$ cat src/rtl/z_result_stage.sv
// rtl/z_result_stage.sv - FIFO buffering ALU results as Z with HI/LO update on MULT/DIV retirement
// Optional head-entry flags are built only when Z_FLAGS_EN is defined.
module z_result_stage #(
  parameter int DEPTH = 2,
  parameter int AW    = 1
) (
  input  logic          clk,
  input  logic          clr,
  input  logic [63:0]   alu_out,
  input  logic [4:0]    op_code,
  input  logic          in_valid,
  output logic          in_ready,
  output logic [31:0]   z_lo,
  output logic [31:0]   z_hi,
  output logic [4:0]    z_op,
  output logic          out_valid,
  input  logic          out_ready,
  output logic [31:0]   hi_reg,
  output logic [31:0]   lo_reg,
  output logic [AW:0]   count,
  output logic          zero_flag,
  output logic          neg_flag
);

  localparam logic [AW:0] FULL_COUNT = (AW+1)'(DEPTH);
  localparam logic [4:0]  OP_MULT    = 5'b01111;
  localparam logic [4:0]  OP_DIV     = 5'b10000;

  logic [63:0]   mem_data [DEPTH];
  logic [4:0]    mem_op   [DEPTH];
  logic [AW-1:0] wr_ptr;
  logic [AW-1:0] rd_ptr;
  logic          push;
  logic          pop;
  logic [63:0]   head;

  // Handshake depends only on registered occupancy, so no ready/valid loop exists.
  assign in_ready  = (count != FULL_COUNT);
  assign out_valid = (count != '0);
  assign push      = in_valid & in_ready;
  assign pop       = out_valid & out_ready;

  assign head = mem_data[rd_ptr];
  assign z_hi = head[63:32];
  assign z_lo = head[31:0];
  assign z_op = mem_op[rd_ptr];

  always_ff @(posedge clk or posedge clr) begin
    if (clr) begin
      for (int i = 0; i < DEPTH; i++) begin
        mem_data[i] <= '0;
        mem_op[i]   <= '0;
      end
      wr_ptr <= '0;
      rd_ptr <= '0;
      count  <= '0;
    end else begin
      if (push) begin
        mem_data[wr_ptr] <= alu_out;
        mem_op[wr_ptr]   <= op_code;
        wr_ptr           <= wr_ptr + 1'b1;
      end
      if (pop) begin
        rd_ptr <= rd_ptr + 1'b1;
      end
      if (push && !pop) begin
        count <= count + 1'b1;
      end else if (pop && !push) begin
        count <= count - 1'b1;
      end
    end
  end

  always_ff @(posedge clk or posedge clr) begin
    if (clr) begin
      hi_reg <= '0;
      lo_reg <= '0;
    end else if (pop && (z_op == OP_MULT || z_op == OP_DIV)) begin
      hi_reg <= z_hi;
      lo_reg <= z_lo;
    end
  end

`ifdef Z_FLAGS_EN
  assign zero_flag = (head == 64'd0) & out_valid;
  assign neg_flag  = z_lo[31] & out_valid;
`else
  assign zero_flag = 1'b0;
  assign neg_flag  = 1'b0;
`endif

endmodule

$ cat config.mk
export PLATFORM = sky130hd
export DESIGN_NAME = z_result_stage
export DESIGN_NICKNAME = d
export VERILOG_FILES = /design/src/rtl/z_result_stage.sv
export SDC_FILE = /design/constraint.sdc
export NUM_CORES = 1
export LEC_CHECK = 0
export ABC_AREA = 1
export BUFFER_PORTS_ARGS = -buffer_cell sky130_fd_sc_hd__buf_2
export CAP_MARGIN = 0
export CORE_MARGIN = 4
export CORE_UTILIZATION = 54
export DETAILED_ROUTE_END_ITERATION = 8
export PLACE_DENSITY_LB_ADDON = 0.2
export SYNTH_ARGS = -nofsm -noshare
export SYNTH_HDL_FRONTEND = slang
export SYNTH_SLANG_ARGS = --single-unit
$ cat constraint.sdc
create_clock -name clk -period 8.3 [get_ports clk]
set_clock_uncertainty 0.2 [all_clocks]
set_input_delay 0.83 -clock clk [delete_from_list [all_inputs] [get_ports clk]]
set_output_delay 0.83 -clock clk [all_outputs]
set_load 0.02 [all_outputs]
* Yosys cells after proc, flatten, opt, wreduce, memory -nomap -nowiden
Cells that the tools add are included.
** Word-level totals
- Bits in registers :: 206
- Input bits :: 73
** Cells by class
- $add $sub $neg :: 4
- $lt $le $gt $ge :: 3
- Eq/ne operators :: 3
- Mux-type cells :: 14
- Bitwise operators :: 4
- Reduce and logical (&&, ||, !) cells :: 9
** Operators with widths (number)
- 64-bit 2-to-1 mux :: 4
- 128-bit bitwise mux :: 1
- 64-bit demux with 1-bit select :: 1
- 5-bit 2-to-1 mux :: 4
- 10-bit bitwise mux :: 1
- 5-bit demux with 1-bit select :: 1
- 5-bit by 4-bit equality test with 1-bit output, second input constant :: 1
- 5-bit equality test, second input constant :: 1
- 2-bit >= comparator, second input constant :: 2
- 1-bit logical AND :: 4
- 2-bit 2-to-1 mux :: 2
- 1-bit NOT with 2-bit output :: 2
- 2-bit nonzero test :: 2
- 1-bit adder, second input constant :: 2
- 2-bit by 1-bit adder with 2-bit output, second input constant :: 1
- 1-bit bitwise AND :: 2
- 1-bit logical NOT :: 2
- 2-bit by 1-bit < comparator with 1-bit output, second input constant :: 1
- 2-bit != test, second input constant :: 1
- 2-bit by 1-bit subtractor with 2-bit output, second input constant :: 1
- 1-bit logical OR :: 1

* Depth between registers and ports, before layout
- Depth in word-level cells :: 7
- Gate-level depth with buffers :: 11
- Mapped depth without buffers :: 9

* Worst setup path after synthesis
Ideal clock, no wire load.
- Kind :: register -> output
- Start :: reg rd_ptr
- End :: out z_hi[0]
- Arrival time :: 1120 ps
- Required time :: 7270 ps
- Setup slack :: 6150 ps
- Cell stages (with the launch flop) :: 7
- Path buffers :: 3
- Cell sequence :: dfrtp_1 buf_6 inv_6 buf_2 buf_2 nand2_1 nand2_1
** Between the ends
- Longest elaborated chain between the ends :: 4
** Ends and longest elaborated chain
- from (decl) :: RTL line 32 : logic [AW-1:0] rd_ptr;
- from (signal assigned) :: RTL line 64 : rd_ptr <= rd_ptr + 1'b1;
- 1-bit NOT with 2-bit output (implied by the code) :: RTL line 43 : assign head = mem_data[rd_ptr];
- 64-bit 2-to-1 mux (implied by the code) (3 in a row) :: RTL line 43
- to (decl) :: RTL line 14 : output logic [31:0] z_hi,
No other way between the ends. The select of a mux whose other input is x is not followed.

* Final worst setup path
- Start :: reg rd_ptr
- End :: reg lo_reg[22]
** Between the ends
- Longest elaborated chain between the ends :: 7
** Ends and longest elaborated chain
- 1-bit NOT with 2-bit output (implied by the code) * :: RTL line 43, 46
- 5-bit 2-to-1 mux (implied by the code) (3 in a row) :: RTL line 46 : assign z_op = mem_op[rd_ptr];
- 5-bit by 4-bit equality test with 1-bit output or 5-bit equality test (tied branches) :: RTL line 78 : end else if (pop && (z_op == OP_MULT || z_op == OP_DIV)) begin
- 1-bit logical OR :: RTL line 78
- 1-bit logical AND :: RTL line 78
- to (signal assigned) :: RTL line 80 : lo_reg <= z_lo;
- to (decl) :: RTL line 19 : output logic [31:0] lo_reg,
Mark *: on every way between the ends. The rest lies on a longest branch, timed or not. The select of a mux whose other input is x is not followed.
A chain may end at the register's enable or synchronous reset.

==> results.py <==
metrics = {
    "cts": {
        "post_cts_resized": 0,
        "cts-root-buf": "clkbuf_16",
        "cts.sinks": 206,
        "cts_setup_buffers": 0,
        "clk_pin_slew_ps": 60,
        "cts_tree": "built",
        "cts_hold_repair.buffers": 0,
        "cts_max_level": 1,
        "cts_buffers": 22,
        "insertion_delay_ps": 490,
        "cts_buffer_depth": 3,
    },
    "yosys": {
        "yosysTopAreaCellShare_pct": 57.5,
        "synth_fa_ha_area_share_pct": 0.139,
        "synth_area_leader_cell": "dfrtp_1",
        "synth-simple-area-share_pct": 25.3,
        "synth_compound_area_share_pct": 8.02,
        "ys_top_cells_by_area": "dfrtp_1, nand2_1, o21ai_0",
        "synth_warnings": 0,
        "synth.mux.area_fraction_pct": 0,
        "yosysSeqAreaShare_pct": 57.5,
        "syn_inst": 1053,
        "synthXorXnorAreaFrac_pct": 0.293,
        "ys_seq_elements": 206,
        "synthTopCellsByCount": "nand2_1, dfrtp_1, o21ai_0",
        "synth_ff_type": "dfrtp_1",
        "syn_area_per_cell_um2": 8.52,
        "synth_edf_count": 0,
        "synth_cell_types": 22,
        "synth_most_common_cell": "nand2_1",
        "async_flop_share_pct": 100,
        "synth_area_um2": 8970,
        "synth_top_family_by_area": "simple AND/OR/NAND/NOR gates",
    },
    "detailed_routing": {
        "drt-wirelength-per-cell_um": 14.7,
        "viasPerCell": 5.09,
        "drt-total-wl_mm": 21.2,
        "num_vias": 7382,
        "route.antenna.remaining_nets": 0,
        "drt_pass1_iterations": 4,
        "drt_drc_violations_left": 0,
        "drt_iter0_drc": 497,
    },
    "worst_setup_path": {
        "critPathKind": "flip-flop to flip-flop",
        "end_kind": "flip-flop",
        "r2r_start": "rd_ptr",
        "crit_start": "rd_ptr",
        "required_ps": 8480,
        "cp.arrival_ps": 3740,
        "path_cells": "buf_4 > nand2_1 > nand2_2 > nand2_2 > o21bai_4 > buf_4 > nand3_4 > nand2_1 > nand2_1",
        "reg2regPathDepth": 9,
        "cp_max_fo": 69,
        "critPathMaxStageDelay_ps": 750,
        "crit_slowest_cell": "nand3_4",
        "cp_common_cell": "nand2_1",
        "r2r-end": "lo_reg[22]",
        "crit_path_start_kind": "flip-flop",
        "rrSetupSlack_ps": 4740,
    },
    "global_route": {
        "met2_usage_pct": 34.0,
        "grt_max_degree": 150,
        "grt_usage_pct": 22.5,
        "grt-busiest-layer": "met2",
        "antenna_found_initial": 0,
        "grt_overflow_total": 0,
        "met3_usage_pct": 4.49,
        "grt_pass1_vias": 6881,
        "grt_pass1_wl_mm": 34.4,
        "use_met1_pct": 33.2,
    },
    "finish": {
        "stdcell_area_um2": 10700,
        "drive_gt1_share_pct": 21.8,
        "syn2layout_area_growth_pct": 18.8,
        "final_util_pct": 66.3,
        "diodes": 0,
        "nets": 1293,
        "largest_register_ffs": 128,
        "final_cells": 1450,
    },
    "timing": {
        "layout_min_cycle_time_ps": 3560,
        "drv_slew": 0,
        "finalCritPeriodShare_pct": 42.9,
        "tns_ps": 0,
        "timing.fmax_ghz": 0.281,
        "hold_viol_final": 0,
        "max-slew-margin-rel_pct": 22.9,
        "setup_viol": 0,
        "rsz0062_at_grt": "no",
        "tightest_slew_ps": 1150,
    },
    "run": {
        "cap_viol_max_count": 0,
    },
    "place": {
        "dp_hpwl_mm": 13.0,
        "dp_cells": 1411,
        "port_buffers": 209,
        "dpl_cell_area_um2": 9860,
        "gp_congestion": 0.767,
    },
    "pwr": {
        "p_leak_nw": 6.06,
        "power_density_nw_per_um2": 461,
        "ir_drop_v": 0.000386,
    },
    "run_status": {
        "run_status": "finished clean",
    },
    "worst_hold_path": {
        "hp-start": "hi_reg[11]",
        "hp-class": "flip-flop to flip-flop",
        "min_delay_path_depth": 2,
        "whs_endpoint": "hi_reg[11]",
    },
    "floorplanning": {
        "coreArea_um2": 16100,
        "die_w_um": 137,
        "die_area_um2": 18700,
        "start_util_pct": 55.9,
        "die_y_um": 137,
        "rows": 46,
        "io_pins": 212,
    },
}
## final cells by class
class	count	area, µm²
fillers	1409	5400
flip-flops and latches	206	5160
multi-input cells	699	3050
repair buffers	215	1090
clock buffers	31	656
inverters	75	294
well taps	216	270
clock inverters	8	140
## report_power, final
part	total [mW]	leakage (nW)	switching, mW	internal, mW
combinational	2.18	3.07	1.55	0.624
clock	1.06	0.395	0.389	0.673
sequential	1.68	2.60	0.228	1.45
## worst max-delay path by stage
stage / cells past startpoint / endpoint
2_1_floorplan: 1 / count[0]
3_3_place_gp: 9 / hi_reg[31]
3_5_place_dp: 9 / hi_reg[16]
4_1_cts: 9 / lo_reg[9]
5_1_grt: 9 / hi_reg[8]
6_report: 9 / lo_reg[22]
## critical path, delay by kind of cell (launching register included)
| family | cells | cell delay (ps) |
|---|---|---|
| AOI/OAI and AO/OA | 1 | 120 |
| buffers and inverters | 2 | 1240 |
| DFF | 1 | 400 |
| and+or+nand+nor | 6 | 1410 |
## metal layers
metal / vias to the layer above / routed length (µm)
li1: 3675 / -
met1: 3437 / 9420
met2: 229 / 9830
met3: 41 / 1480
met4: 0 / 514
met5: - / 0
## layout by cell type (no fill, tap or decap)
master / count
xnor2_1: 1
inv_6: 1
nand2_4: 1
bufinv_16: 4
o21ai_1: 50
clkbuf_1: 3
ha_1: 1
dfrtp_2: 1
nand4_1: 64
inv_8: 1
buf_4: 6
nand3_4: 1
inv_1: 71
buf_2: 209
conb_1: 2
inv_2: 2
a21oi_1: 1
dfrtp_1: 205
xor2_1: 2
nand2_1: 474
clkbuf_16: 23
nor2_1: 2
o21ai_0: 89
nand2_2: 9
clkbuf_8: 5
or2_4: 1
clkinv_2: 4
o21bai_4: 1
## per-stage QoR
stage / total power, mW / hold slack (ps) / worst slack, ps
6_report: 4.92 / 264 / 4740
5_1_grt: 5.28 / 280 / 4380
4_1_cts: 4.96 / 269 / 4700
3_5_place_dp: 3.88 / 254 / 4730
3_3_place_gp: 3.83 / 251 / 4790
2_1_floorplan: 3.32 / 253 / 1650
## kinds of logic (layout without fill, tap and decap cells)
kind of cell	Yosys count	in the layout
and+or+nand+nor	552	552
DFF	206	206
buffers and inverters	149	329
AOI/OAI and AO/OA	141	141
xor gates and xnor gates	3	3
adders and majority gates	1	1
other	1	2
Power figures use the tool's default switching activity.
